--- config.mk ---
export PLATFORM = sky130hd
export DESIGN_NAME = wide_to_narrow
export DESIGN_NICKNAME = d
export VERILOG_FILES = /design/src/rtl/gearbox_pkg.sv /design/src/rtl/wide_to_narrow.sv
export SDC_FILE = /design/constraint.sdc
export NUM_CORES = 1
export LEC_CHECK = 0
export ABC_AREA = 1
export BUFFER_PORTS_ARGS = -buffer_cell sky130_fd_sc_hd__buf_2
export CAP_MARGIN = 20
export CORE_ASPECT_RATIO = 1.1
export CORE_MARGIN = 2
export CORE_UTILIZATION = 35
export CTS_BUF_LIST = sky130_fd_sc_hd__clkbuf_16
export DETAILED_ROUTE_END_ITERATION = 10
export GPL_ROUTABILITY_DRIVEN = 0
export PLACE_DENSITY_LB_ADDON = 0.15
export SLEW_MARGIN = 20
export SYNTH_ARGS = -nofsm -noshare
export SYNTH_HDL_FRONTEND = slang
export SYNTH_SLANG_ARGS = --single-unit
--- constraint.sdc ---
create_clock -name clk -period 4.8 [get_ports clk]
set_input_delay 0.96 -clock clk [delete_from_list [all_inputs] [get_ports clk]]
set_output_delay 0.96 -clock clk [all_outputs]
set_load 0.02 [all_outputs]
--- src/rtl/gearbox_pkg.sv ---
// Shared definitions for the width-converter family (wide_to_narrow and
// its siblings): legal ratio bounds and the word-count field width helper.
package gearbox_pkg;

  // Smallest and largest number of words per wide beat any converter supports.
  localparam int RATIO_MIN = 2;
  localparam int RATIO_MAX = 16;

  // Width of a field that must hold a word count from 0 up to ratio inclusive.
  function automatic int cnt_w(input int ratio);
    return $clog2(ratio + 1);
  endfunction

endpackage : gearbox_pkg

--- src/rtl/wide_to_narrow.sv ---
// Width down-converter: takes one wide beat of up to RATIO words and
// streams the valid words out one per cycle. Supports a variable word
// count per beat, selectable word order, a last-word marker and a
// synchronous flush.
//
// Storage is a single RATIO-word register that is loaded whole and then
// shifted one word per output transfer, so the outgoing word is always
// at a fixed end of the register (bottom for LSW-first, top for
// MSW-first). For MSW-first the beat is top-aligned on load so the
// highest valid word sits in the output slot.
module wide_to_narrow
  import gearbox_pkg::*;
#(
  parameter int WORD_LEN  = 33,
  parameter int RATIO     = 4,
  parameter bit MSW_FIRST = 1'b0,
  parameter int CW        = cnt_w(RATIO)
) (
  input  logic                      clk,
  input  logic                      arst,
  input  logic                      sclr,
  input  logic [RATIO*WORD_LEN-1:0] din,
  input  logic [CW-1:0]             din_words,
  input  logic                      din_valid,
  output logic                      din_ready,
  output logic [WORD_LEN-1:0]       dout,
  output logic                      dout_valid,
  input  logic                      dout_ready,
  output logic                      dout_last,
  output logic [CW-1:0]             holding
);

  localparam int DW = RATIO * WORD_LEN;
  localparam logic [CW-1:0] RATIO_C = CW'(RATIO);
  localparam logic [CW-1:0] ONE_C   = CW'(1);

  // Refuse to elaborate with a ratio the counter and alignment logic
  // were not sized for.
  if (RATIO < RATIO_MIN || RATIO > RATIO_MAX) begin : g_bad_ratio
    $error("wide_to_narrow: RATIO=%0d outside %0d..%0d", RATIO, RATIO_MIN, RATIO_MAX);
  end

  logic [DW-1:0] storage_q, storage_d;
  logic [CW-1:0] holding_q, holding_d;

  logic [CW-1:0] k_clamp;
  logic [DW-1:0] load_w;
  logic          in_xfer;
  logic          out_xfer;

  // Beat counts above RATIO are treated as a full beat.
  always_comb begin
    k_clamp = (din_words > RATIO_C) ? RATIO_C : din_words;
  end

  // Align an incoming beat so the first word to send sits in the output slot.
  always_comb begin : load_align
    int src;
    load_w = '0;
    src    = 0;
    if (!MSW_FIRST) begin
      load_w = din;
    end else begin
      for (int j = 0; j < RATIO; j++) begin
        src = j - (RATIO - int'(k_clamp));
        if (src >= 0) begin
          load_w[j*WORD_LEN +: WORD_LEN] = din[src*WORD_LEN +: WORD_LEN];
        end
      end
    end
  end

  // Accept a new beat when empty, or when the last held word leaves this
  // cycle; this lets beats follow each other without a bubble.
  always_comb begin
    din_ready = !sclr && ((holding_q == '0) || ((holding_q == ONE_C) && dout_ready));
    in_xfer   = din_valid && din_ready;
    out_xfer  = dout_valid && dout_ready;
  end

  // Next occupancy and storage: flush beats load beats shift.
  always_comb begin
    holding_d = holding_q;
    storage_d = storage_q;
    if (sclr) begin
      holding_d = '0;
      storage_d = '0;
    end else if (in_xfer) begin
      // A load at holding==1 also retires the final old word; the new
      // beat simply overwrites it.
      holding_d = k_clamp;
      storage_d = load_w;
    end else if (out_xfer) begin
      holding_d = holding_q - ONE_C;
      if (!MSW_FIRST) begin
        storage_d = storage_q >> WORD_LEN;
      end else begin
        storage_d = storage_q << WORD_LEN;
      end
    end
  end

  // Occupancy and storage registers; reset discards any beat in flight.
  always_ff @(posedge clk or posedge arst) begin
    if (arst) begin
      holding_q <= '0;
      storage_q <= '0;
    end else begin
      holding_q <= holding_d;
      storage_q <= storage_d;
    end
  end

  // Outputs are decoded purely from the registers.
  always_comb begin
    if (!MSW_FIRST) begin
      dout = storage_q[WORD_LEN-1:0];
    end else begin
      dout = storage_q[DW-1 -: WORD_LEN];
    end
    dout_valid = (holding_q != '0);
    dout_last  = (holding_q == ONE_C);
    holding    = holding_q;
  end

endmodule : wide_to_narrow

# Word-level counts from Yosys, hierarchy flattened
# Cells that the tools add are included.
[classes] eq_ne=1 addsub=1 n_reduce_logical=9 mux=7 n_lt_le_gt_ge=1
[ops] cell="132-bit two-way mux" count=3
[ops] cell="3-bit two-way mux" count=4
[ops] cell="3-bit nonzero test" count=2
[ops] cell="1-bit logical AND" count=4
[ops] cell="3-bit by 1-bit equality test with 1-bit output (second input constant)" count=1
[ops] cell="3-bit greater-than comparator (second input constant)" count=1
[ops] cell="3-bit logical NOT" count=1
[ops] cell="3-bit by 1-bit subtractor with 3-bit output (second input constant)" count=1
[ops] cell="1-bit logical NOT" count=1
[ops] cell="1-bit logical OR" count=1
[word_totals] input_bits=140 output_inout_bits=39 word_cells=21 register_bits=135

# Longest topological paths before layout
# Gate-level depths: netlist of the first run.
[logic_depth] depth_word=7 ltp_mapped=12 mapped_depth_nobuf=10

# Worst setup path after synthesis of the first run
# Ideal clock, no wire load.
[synth_timing] path_kind="input to output" startpoint="input dout_ready" endpoint="output din_ready" arrival_time_ns=1.637 path_slack_ns=2.203 path_stages=3 path_buffers=1 path_cell_list="nand3_1 -> a21oi_1 -> buf_2"
[synth_between] elab_chain_len=3
[synth_lines] item="from (decl)" line_no="wide_to_narrow.sv:28" text="input logic dout_ready,"
[synth_lines] item="1-bit logical AND" line_no="wide_to_narrow.sv:76" text="din_ready = !sclr && ((holding_q == '0) || ((holding_q == ONE_C) && dout_ready));"
[synth_lines] item="1-bit logical OR" line_no="wide_to_narrow.sv:76"
[synth_lines] item="1-bit logical AND" line_no="wide_to_narrow.sv:76"
[synth_lines] item="to (decl)" line_no="wide_to_narrow.sv:25" text="output logic din_ready,"
# Every way passes these cells.

# Final worst setup path of the first run
[layout_timing] startpoint="register holding_q[1] (netlist: holding[1])" endpoint="output din_ready"
[layout_between] elab_chain_len=4 elab_cells_between_ends=5 classes_between="eq/ne (1); reduce/logical (4)"
[layout_lines] item="from (decl)" line_no="wide_to_narrow.sv:44" text="logic [CW-1:0] holding_q, holding_d;"
[layout_lines] item="from (signal assigned)" line_no="wide_to_narrow.sv:109" text="holding_q <= holding_d;"
[layout_lines] item="3-bit by 1-bit equality test with 1-bit output" line_no="wide_to_narrow.sv:76"
[layout_lines] item="1-bit logical AND" line_no="wide_to_narrow.sv:76"
[layout_lines] item="1-bit logical OR *" line_no="wide_to_narrow.sv:76"
[layout_lines] item="1-bit logical AND *" line_no="wide_to_narrow.sv:76"
# Every way passes the cells marked *; elsewhere a longest branch is shown, timed or not.

==> results.txt, run 1 <==
The arrival time at the worst endpoint was 2.05 ns; the number of iterations in the first detailed-routing pass was 5. The tools report the top-level I/O count as 179. Kind of start point of the critical path: a flip-flop. The critical path in this run is classified as flip-flop to output pin.

The path class of the lowest-slack min-delay path is flip-flop to flip-flop. In this run the standard cell core region covers 19,900 um2. By count the netlist is led by nand2_1 (578), dfrtp_1 (135), nand4_1 (102), buf_4 (47), nand3_1 (34).

The tools report the violation count after the first detailed-routing iteration as 412. 0 antenna diodes ended up in the layout. The highest net fanout along the worst path is 34, and the final wirelength is 19.7 mm.

The logs give 54 for the number of rows in the core area and 0.357 for the starting density of the core. The number of synthesized flops with an enable pin works out to 0. The quantity of I/O buffers inserted on ports was 178. Dominant cell type by area after synthesis: dfrtp_1. The remaining routing DRC violations is 0, and the portion of synthesized cell area occupied by the leading cell type is 0.476.

In this run the number of cells on the critical path is 6. The most common cell in the synthesized netlist is nand2_1. Highest cell delay on the worst timing path: 0.39 ns. The number of buffers inserted to repair setup after CTS was 0. The run gives 332 MHz as the maximum achievable frequency.

The launching instance or port of the critical path was holding[1]. From bottom edge to top edge, the die measures 153 um. The total overflow left after global routing is 0. The first global-routing pass estimated 32.1 mm of wire. Total routing usage reported by global routing: 0.185. Initial antenna violation count: 0.

The count of cells along the worst register-to-register path was 11. The clock passes through at most 2 buffers. The async set-or-reset flop fraction in the synthesized netlist is 1.00, and the mapped cell area is 7100 um2. The average cell area after synthesis was 7.24 um2; the max-cap violation count was 0.

The number of gates resized after CTS was 0. For this run, the post-layout net count is 1,222. The worst setup path is captured at an output pin. The part of the Yosys area used for sequential elements is 0.476, and the post-place instance area is 7840 um2.

The worst-skew pair later-pin latency came out at 0.42 ns. The final worst-path cycle share came out at 0.627. The root buffer cell chosen for the clock tree is clkbuf_16.

For this design the ratio of total power to cell area is 490 nW/um2. Setup violation total in the final timing report: 0. The largest voltage drop on the vdd net is 0.000363 V, and the remaining number of nets flagged by the antenna check after routing is 0.

The slowest cell on the critical path was dfrtp_1. Synthesis produced a netlist with a net count of 1,123. Ratio of routed vias to standard cells: 4.75. After technology mapping, the gate count stands at 980.

The layout has 2,160 filler cells. Measured along the x axis, the die boundary spans 140 um. Setup repair after global routing left no endpoint under its margin.

The routed layout has 6,388 vias. TritonCTS built the clock tree. The tools report the via count of the first global-routing pass as 6,189.

The area growth from synthesis to layout is 18.9%. The die area was 21,400 um2; the reg2reg setup slack was 2.28 ns. In this run the critical register-to-register path is captured at storage_q[44]. Worst max-slew margin expressed relative to the limit: 0.260. The pin count of the biggest net entering global routing is 103, and the final standard cell area without fillers is 8440 um2. During synthesis, Yosys emitted a total of 0 warnings. Clock-pin slew was measured on the worst setup and hold paths at 0.06 ns.

Clock skew on the completed layout was measured at 0.00854 ns. The routed length per placed instance was 14.6 um; the register bit count reported by yosys was 135. Adding up every negative setup slack in the final design gives 0 ns. The netlist uses 15 different library cells. The buffers plus inverters on the worst setup path is 3. Predominant post-synthesis flop cell: dfrtp_1. For the worst setup path, the data required time is 3.84 ns.

Summed over all cells, the static leakage comes to 5.00 nW. The count of pins over their slew limit was 0. In this run, CTS created clock tree buffers numbering 17. The worst setup path endpoint is din_ready. For the pin with the worst max-slew slack, the measured transition is 1.11 ns.

The flow ran to the end, and the final reports show no timing, DRC or antenna violations. Sink count of the clock tree: 135. The critical path goes through inv_1 > ha_1 > nand3_1 > a21oi_4 > buf_4 > buf_2. Detailed placement finished with a half-perimeter wire length of 12.3 mm. The H-tree depth was 4. After synthesis, the cell types taking the most area are dfrtp_1 (48%), nand2_1 (31%), nand4_1 (9.0%). The tools report the origin of the critical flop-to-flop path as holding[0]. Among cell families on the critical path, the largest total delay comes from buffers and inverters.

The fraction of layout instances using a drive strength above 1 is 0.209. The count of hold-fix buffers inserted at cts came out at 0. The final period demand of the worst path came out at 3.01 ns. The number of failing hold endpoints at the final stage came out at 0.
==> cells in the final DEF (no fill, tap or decap) <==
cell	instances
a21oi_1	1
a21oi_4	2
buf_12	2
buf_2	177
buf_4	10
bufinv_16	3
clkbuf_16	17
clkinv_1	1
clkinv_2	2
clkinv_4	5
clkinvlp_4	2
dfrtp_1	135
ha_1	3
inv_1	8
inv_2	2
inv_4	1
inv_6	3
nand2_1	577
nand2_4	1
nand3_1	34
nand3_4	1
nand4_1	102
nor2_1	3
==> routing by layer <==
metal  routed length [um]  track usage  up-vias
li1                     -            -     3306
met1                10100        0.281     2889
met2                 8380        0.265      168
met3                  903       0.0316       25
met4                  334       0.0662        0
met5                    0            0        -
==> logic make-up (layout without fill, tap and decap cells) <==
kind of cell / after synthesis / count (layout) / synth area share
adders and majority gates: 3 / 3 / 0.00529
AOI/OAI and AO/OA: 3 / 3 / 0.00264
buffers and inverters: 121 / 233 / 0.0936
DFF: 135 / 135 / 0.476
and+or+nand+nor: 718 / 718 / 0.423
==> how the worst min path moves through the flow <==
stage	depth (start not counted)	startpoint	to
2_1_floorplan	2	storage_q[100]	storage_q[100]
3_3_place_gp	2	storage_q[104]	storage_q[104]
3_5_place_dp	2	storage_q[130]	storage_q[130]
4_1_cts	2	storage_q[107]	storage_q[107]
5_1_grt	2	storage_q[105]	storage_q[105]
6_report	2	storage_q[107]	storage_q[107]
==> sequential cells by signal, summed over array words and instances, names as in the netlist <==
register and cells:
storage_q 132, holding 3
==> tightest hold or removal path, stage by stage (launching register included) <==
cell and delay, ns:
dfrtp_1 0.34, nand2_1 0.06, nand2_1 0.05
==> report_power, final <==
part | switching, mW | total, mW | internal, mW
combinational | 0.954 | 1.34 | 0.383
clock | 0.513 | 1.33 | 0.818
sequential | 0.115 | 1.46 | 1.35
total | 1.58 | 4.13 | 2.55
==> final cells by class <==
cell class              count  area, um2  share of cell area
clock buffers              17        425              0.0504
clock inverters            15        179              0.0212
inverters                  12       53.8             0.00637
multi-input cells         724       3090               0.366
flip-flops and latches    135       3380               0.400
well taps                 252        315              0.0373
repair buffers            189       1000               0.119
==> per-stage QoR <==
stage               total power [mW]  hold WS (ns)  cells  utilization  setup slack [ns]
detailed placement              2.84         0.459   1312        0.395              1.73
floorplan                       2.52         0.442    980            -             0.229
global placement                2.83         0.454   1312        0.395              1.74
CTS                             4.19         0.474   1344        0.425              1.75
global route                    4.42         0.488   1344        0.425              1.68
finish                          4.13         0.470   1344        0.425              1.79
No activity file was read; power rests on OpenSTA's default activity.
==> run 2, diff against run 1 <==
--- a/config.mk
+++ b/config.mk
@@ -5,7 +5,7 @@
 export SDC_FILE = /design/constraint.sdc
 export NUM_CORES = 1
 export LEC_CHECK = 0
-export ABC_AREA = 1
+export ABC_AREA = 0
 export BUFFER_PORTS_ARGS = -buffer_cell sky130_fd_sc_hd__buf_2
 export CAP_MARGIN = 20
 export CORE_ASPECT_RATIO = 1.1
==> constraint.sdc (replaced) <==
create_clock -name clk -period 2.8 [get_ports clk]
set_input_delay 0.56 -clock clk [delete_from_list [all_inputs] [get_ports clk]]
set_output_delay 0.56 -clock clk [all_outputs]
set_load 0.02 [all_outputs]
==> run 2 against run 1 <==
  * Non-clock buffer count rose by 11
  * Synthesized cell count is 26% lower
  * Critical path type unchanged
  * Clock skew fell by 0.0026 ns
  * Largest cell class unchanged
==> results.txt, run 2 <==
The average cell area after synthesis works out to 10.1 um2 (+39%). The slowest cell on the critical path is buf_4. The vertical die dimension is 155 um (+1.4%), and the remaining number of nets flagged by the antenna check after routing is 0 (unchanged). The number of cells produced by synthesis came out at 724 (-26%).

Slew at the pin closest to its max-slew limit: 0.735 ns (-0.376 ns). Clock tree synthesis selected as its root buffer the cell clkbuf_16. The predominant post-synthesis flop cell was dfrtp_1.

For the synthesized net count, the log shows 867 (-23%). The critical path in this run is classified as flip-flop to output pin. From synthesis to final layout, the design area changed by 19.5%. The fraction of layout instances using a drive strength above 1 works out to 0.347 (+0.139).

Setup repair after global routing left no endpoint under its margin. The tools report the number of gates given a new drive strength after cts as 0 (unchanged). The run gives 17 (unchanged) as the TritonCTS buffer count. The run gives 22.4 mm (+14%) as the final wirelength. The violation count after the first detailed-routing iteration was 492 (+19%).

Of all cell types, the one taking the most synthesized area is dfrtp_1. The tools report the origin of the critical flop-to-flop path as holding[0]. The logs give 0 (unchanged) for the count of hold-fix buffers inserted at cts and 55 (+1.9%) for the number of rows in the core area.

TritonCTS built the clock tree. Leaving out fill and tap cells, the most frequent cell in the layout is nand3_1. For the starting density of the core, the log shows 0.356 (-0.00138).

The instance count on the critical path works out to 6 (unchanged). The worst setup path is captured at an output pin. The count of cells along the worst register-to-register path was 7 (-4); the async set-or-reset flop fraction in the synthesized netlist was 1.00 (unchanged).

The register bit count reported by yosys is 135 (unchanged), and the number of synthesized flops with an enable pin is 0 (unchanged). The number of flip-flops in the largest register was 132 (unchanged). The register with the most flip-flops in the final layout is storage_q.

The buffer depth of the longest clock path was 2 (unchanged); the routed length per placed instance was 20.7 um (+41%). The number of unique standard cell types used by synthesis was 24 (+9); the highest cell delay on the worst timing path was 0.43 ns (+0.04 ns). The final worst-path cycle share works out to 0.935. The ratio of routed vias to standard cells is 5.77 (+21%), and the number of placed cells counting well taps is 1,050 (-20%). The critical path starts at holding[0].

Remaining routing DRC violations: 0 (unchanged). The tools report the worst max-slew margin expressed relative to the limit as 0.510 (+0.251). The setup violation total in the final timing report is 0 (unchanged), and the number of buffers inserted to repair setup after CTS is 0 (unchanged).

Half-perimeter wire length after detailed placement: 14.4 mm (+17%). The buffers plus inverters on the worst setup path was 4 (+1); the maximum achievable frequency was 382 MHz. The part of the Yosys area used for sequential elements was 0.463 (-0.0131); the clock-pin transition on the worst setup and hold timing paths was 0.06 ns (about the same). The number of vias after detailed routing is 6,247 (-2.2%), and the H-tree depth is 4 (unchanged).

The logs give 2.06 ns (about the same) for the arrival time at the worst endpoint and 6,164 (-0.40%) for the via count of the first global-routing pass. The tools report the number of iterations in the first detailed-routing pass as 6 (+1). The kind of cell with the highest combined delay along the critical path is buffers and inverters. Quantity of I/O buffers inserted on ports: 178 (unchanged). The library cells used most frequently in the layout, excluding fill and tap cells, are nand3_1 (199), buf_2 (178), o211ai_1 (154), dfrtp_1 (135), o211ai_2 (47). The run gives 0.579 ns (-1.15 ns) as the worst-case setup slack after placement. The run gives 7300 um2 (+2.8%) as the mapped cell area. The initial antenna violation count is 0 (unchanged). The run gives 0.00592 ns (-0.00262 ns) as the worst-case clock skew. For the post-route worst hold slack, the log shows 0.246 ns (-0.224 ns). Global-route wire length before repair: 35.5 mm (+10%). The total routing usage reported by global routing was 0.206 (+0.0207). The tools report the number of inserted diodes as 0 (unchanged). The width of the die works out to 142 um (+1.4%).

In the synthesized netlist, the cells that appear most often are nand3_1 (199), o211ai_1 (154), dfrtp_1 (135), clkbuf_1 (59), o211ai_2 (47). After synthesis, the cell types taking the most area are dfrtp_1 (46%), o211ai_1 (16%), nand3_1 (14%). The number of nets in the layout is 956 (-22%), and the portion of synthesized cell area occupied by the leading cell type is 0.463 (-0.0131). The run finished with clean final reports.

For the accumulated negative setup slack, the log shows 0 ns (unchanged). The required time of the critical path was 2.24 ns (-1.60 ns); the sink count of the clock tree was 135 (unchanged). The min-delay analysis places its worst path in the category primary input to async pin. The logs give 0.42 ns (about the same) for the worst-skew pair later-pin latency and 7.72 mW (+87%) for the post-layout total power. For the die area, the log shows 22,000 um2 (+2.8%). Kind of start point of the critical path: a flip-flop. The final period demand of the worst path was 2.62 ns; the pin count of the biggest net entering global routing was 76 (-26%). Max-cap violation count: 0 (unchanged). The most common cell in the synthesized netlist is nand3_1. The most numerous cell type found on the critical path is inv_1. The count of pins over their slew limit came out at 0 (unchanged).

The logs give 3.86 nW (-23%) for the reported leakage power and 1,082 (-19%) for the number of cells in the finished layout apart from fillers. The power per standard cell area came out at 884 nW/um2 (+81%). The logs give 179 (unchanged) for the top-level I/O count and 0 (unchanged) for the number of warnings printed during yosys synthesis. The total global routing overflow is 0 (unchanged).

The largest voltage drop on the vdd net is 0.000660 V (+82%). The highest net fanout along the worst path came out at 39 (+15%). The area inside the core boundary was 20,500 um2 (+3.2%); the number of failing hold endpoints at the final stage was 0 (unchanged).

The signal on the critical path passes through inv_1 > ha_1 > ha_4 > buf_4 > inv_1 > buf_2. The tools report the worst-case setup margin in the final layout as 0.181 ns (-1.61 ns).
[run 2: routing by layer]
| metal | vias to the layer above | routed length (um) | track usage |
|---|---|---|---|
| li1 | 2948 | - | - |
| met1 | 3063 | 11100 | 0.322 |
| met2 | 211 | 9750 | 0.286 |
| met3 | 25 | 1150 | 0.0376 |
| met4 | 0 | 356 | 0.0619 |
| met5 | - | 0 | 0 |
[run 2: path summary, 6_finish.rpt]
kind / endpoint / slack, ns
worst max-delay path: dout_valid / 0.18
worst min-delay path: storage_q[119] / 0.25
worst max register to register: storage_q[78] / 0.58
worst min register to register: storage_q[114] / 0.50
max in group asynchronous: storage_q[50] / 1.76
min in group clk: storage_q[127] / 0.36
[run 2: per-stage QoR]
stage	cell area, um2	util
4_1_cts	8730	0.426
6_report	8730	0.426
2_1_floorplan	7300	-
3_3_place_gp	8160	0.398
3_5_place_dp	8160	0.398
5_1_grt	8730	0.426
[run 2: worst reg2reg max path, delay by kind of cell, from the launching register on]
| kind | cells | cell delay, ns |
|---|---|---|
| buffers and inverters | 3 | 0.82 |
| AOI/OAI and AO/OA | 2 | 0.45 |
| DFF | 1 | 0.40 |
| adders and majority gates | 2 | 0.40 |
[run 2: report_power, final]
group	total, mW	switching [mW]	internal (mW)
clock network	2.17	0.871	1.30
logic	2.82	1.92	0.903
registers	2.73	0.300	2.43
[run 2: cell families (layout without fill, tap and decap cells)]
kind of cell,count (synthesis),count (layout),synth area share
muxes,2,2,0.00291
and+or+nand+nor,210,210,0.145
adders and majority gates,3,3,0.00514
AOI/OAI and AO/OA,238,238,0.286
DFF,135,135,0.463
buffers and inverters,136,238,0.0980
[run 2: area by class of cell]
cell class,count,area [um2]
Fill cell,2041,11800
Clock inverter,15,136
Tap cell,256,320
Multi-Input combinational cell,453,3250
Clock buffer,17,425
Inverter,6,31.3
Timing Repair Buffer,200,1180
Sequential cell,135,3380
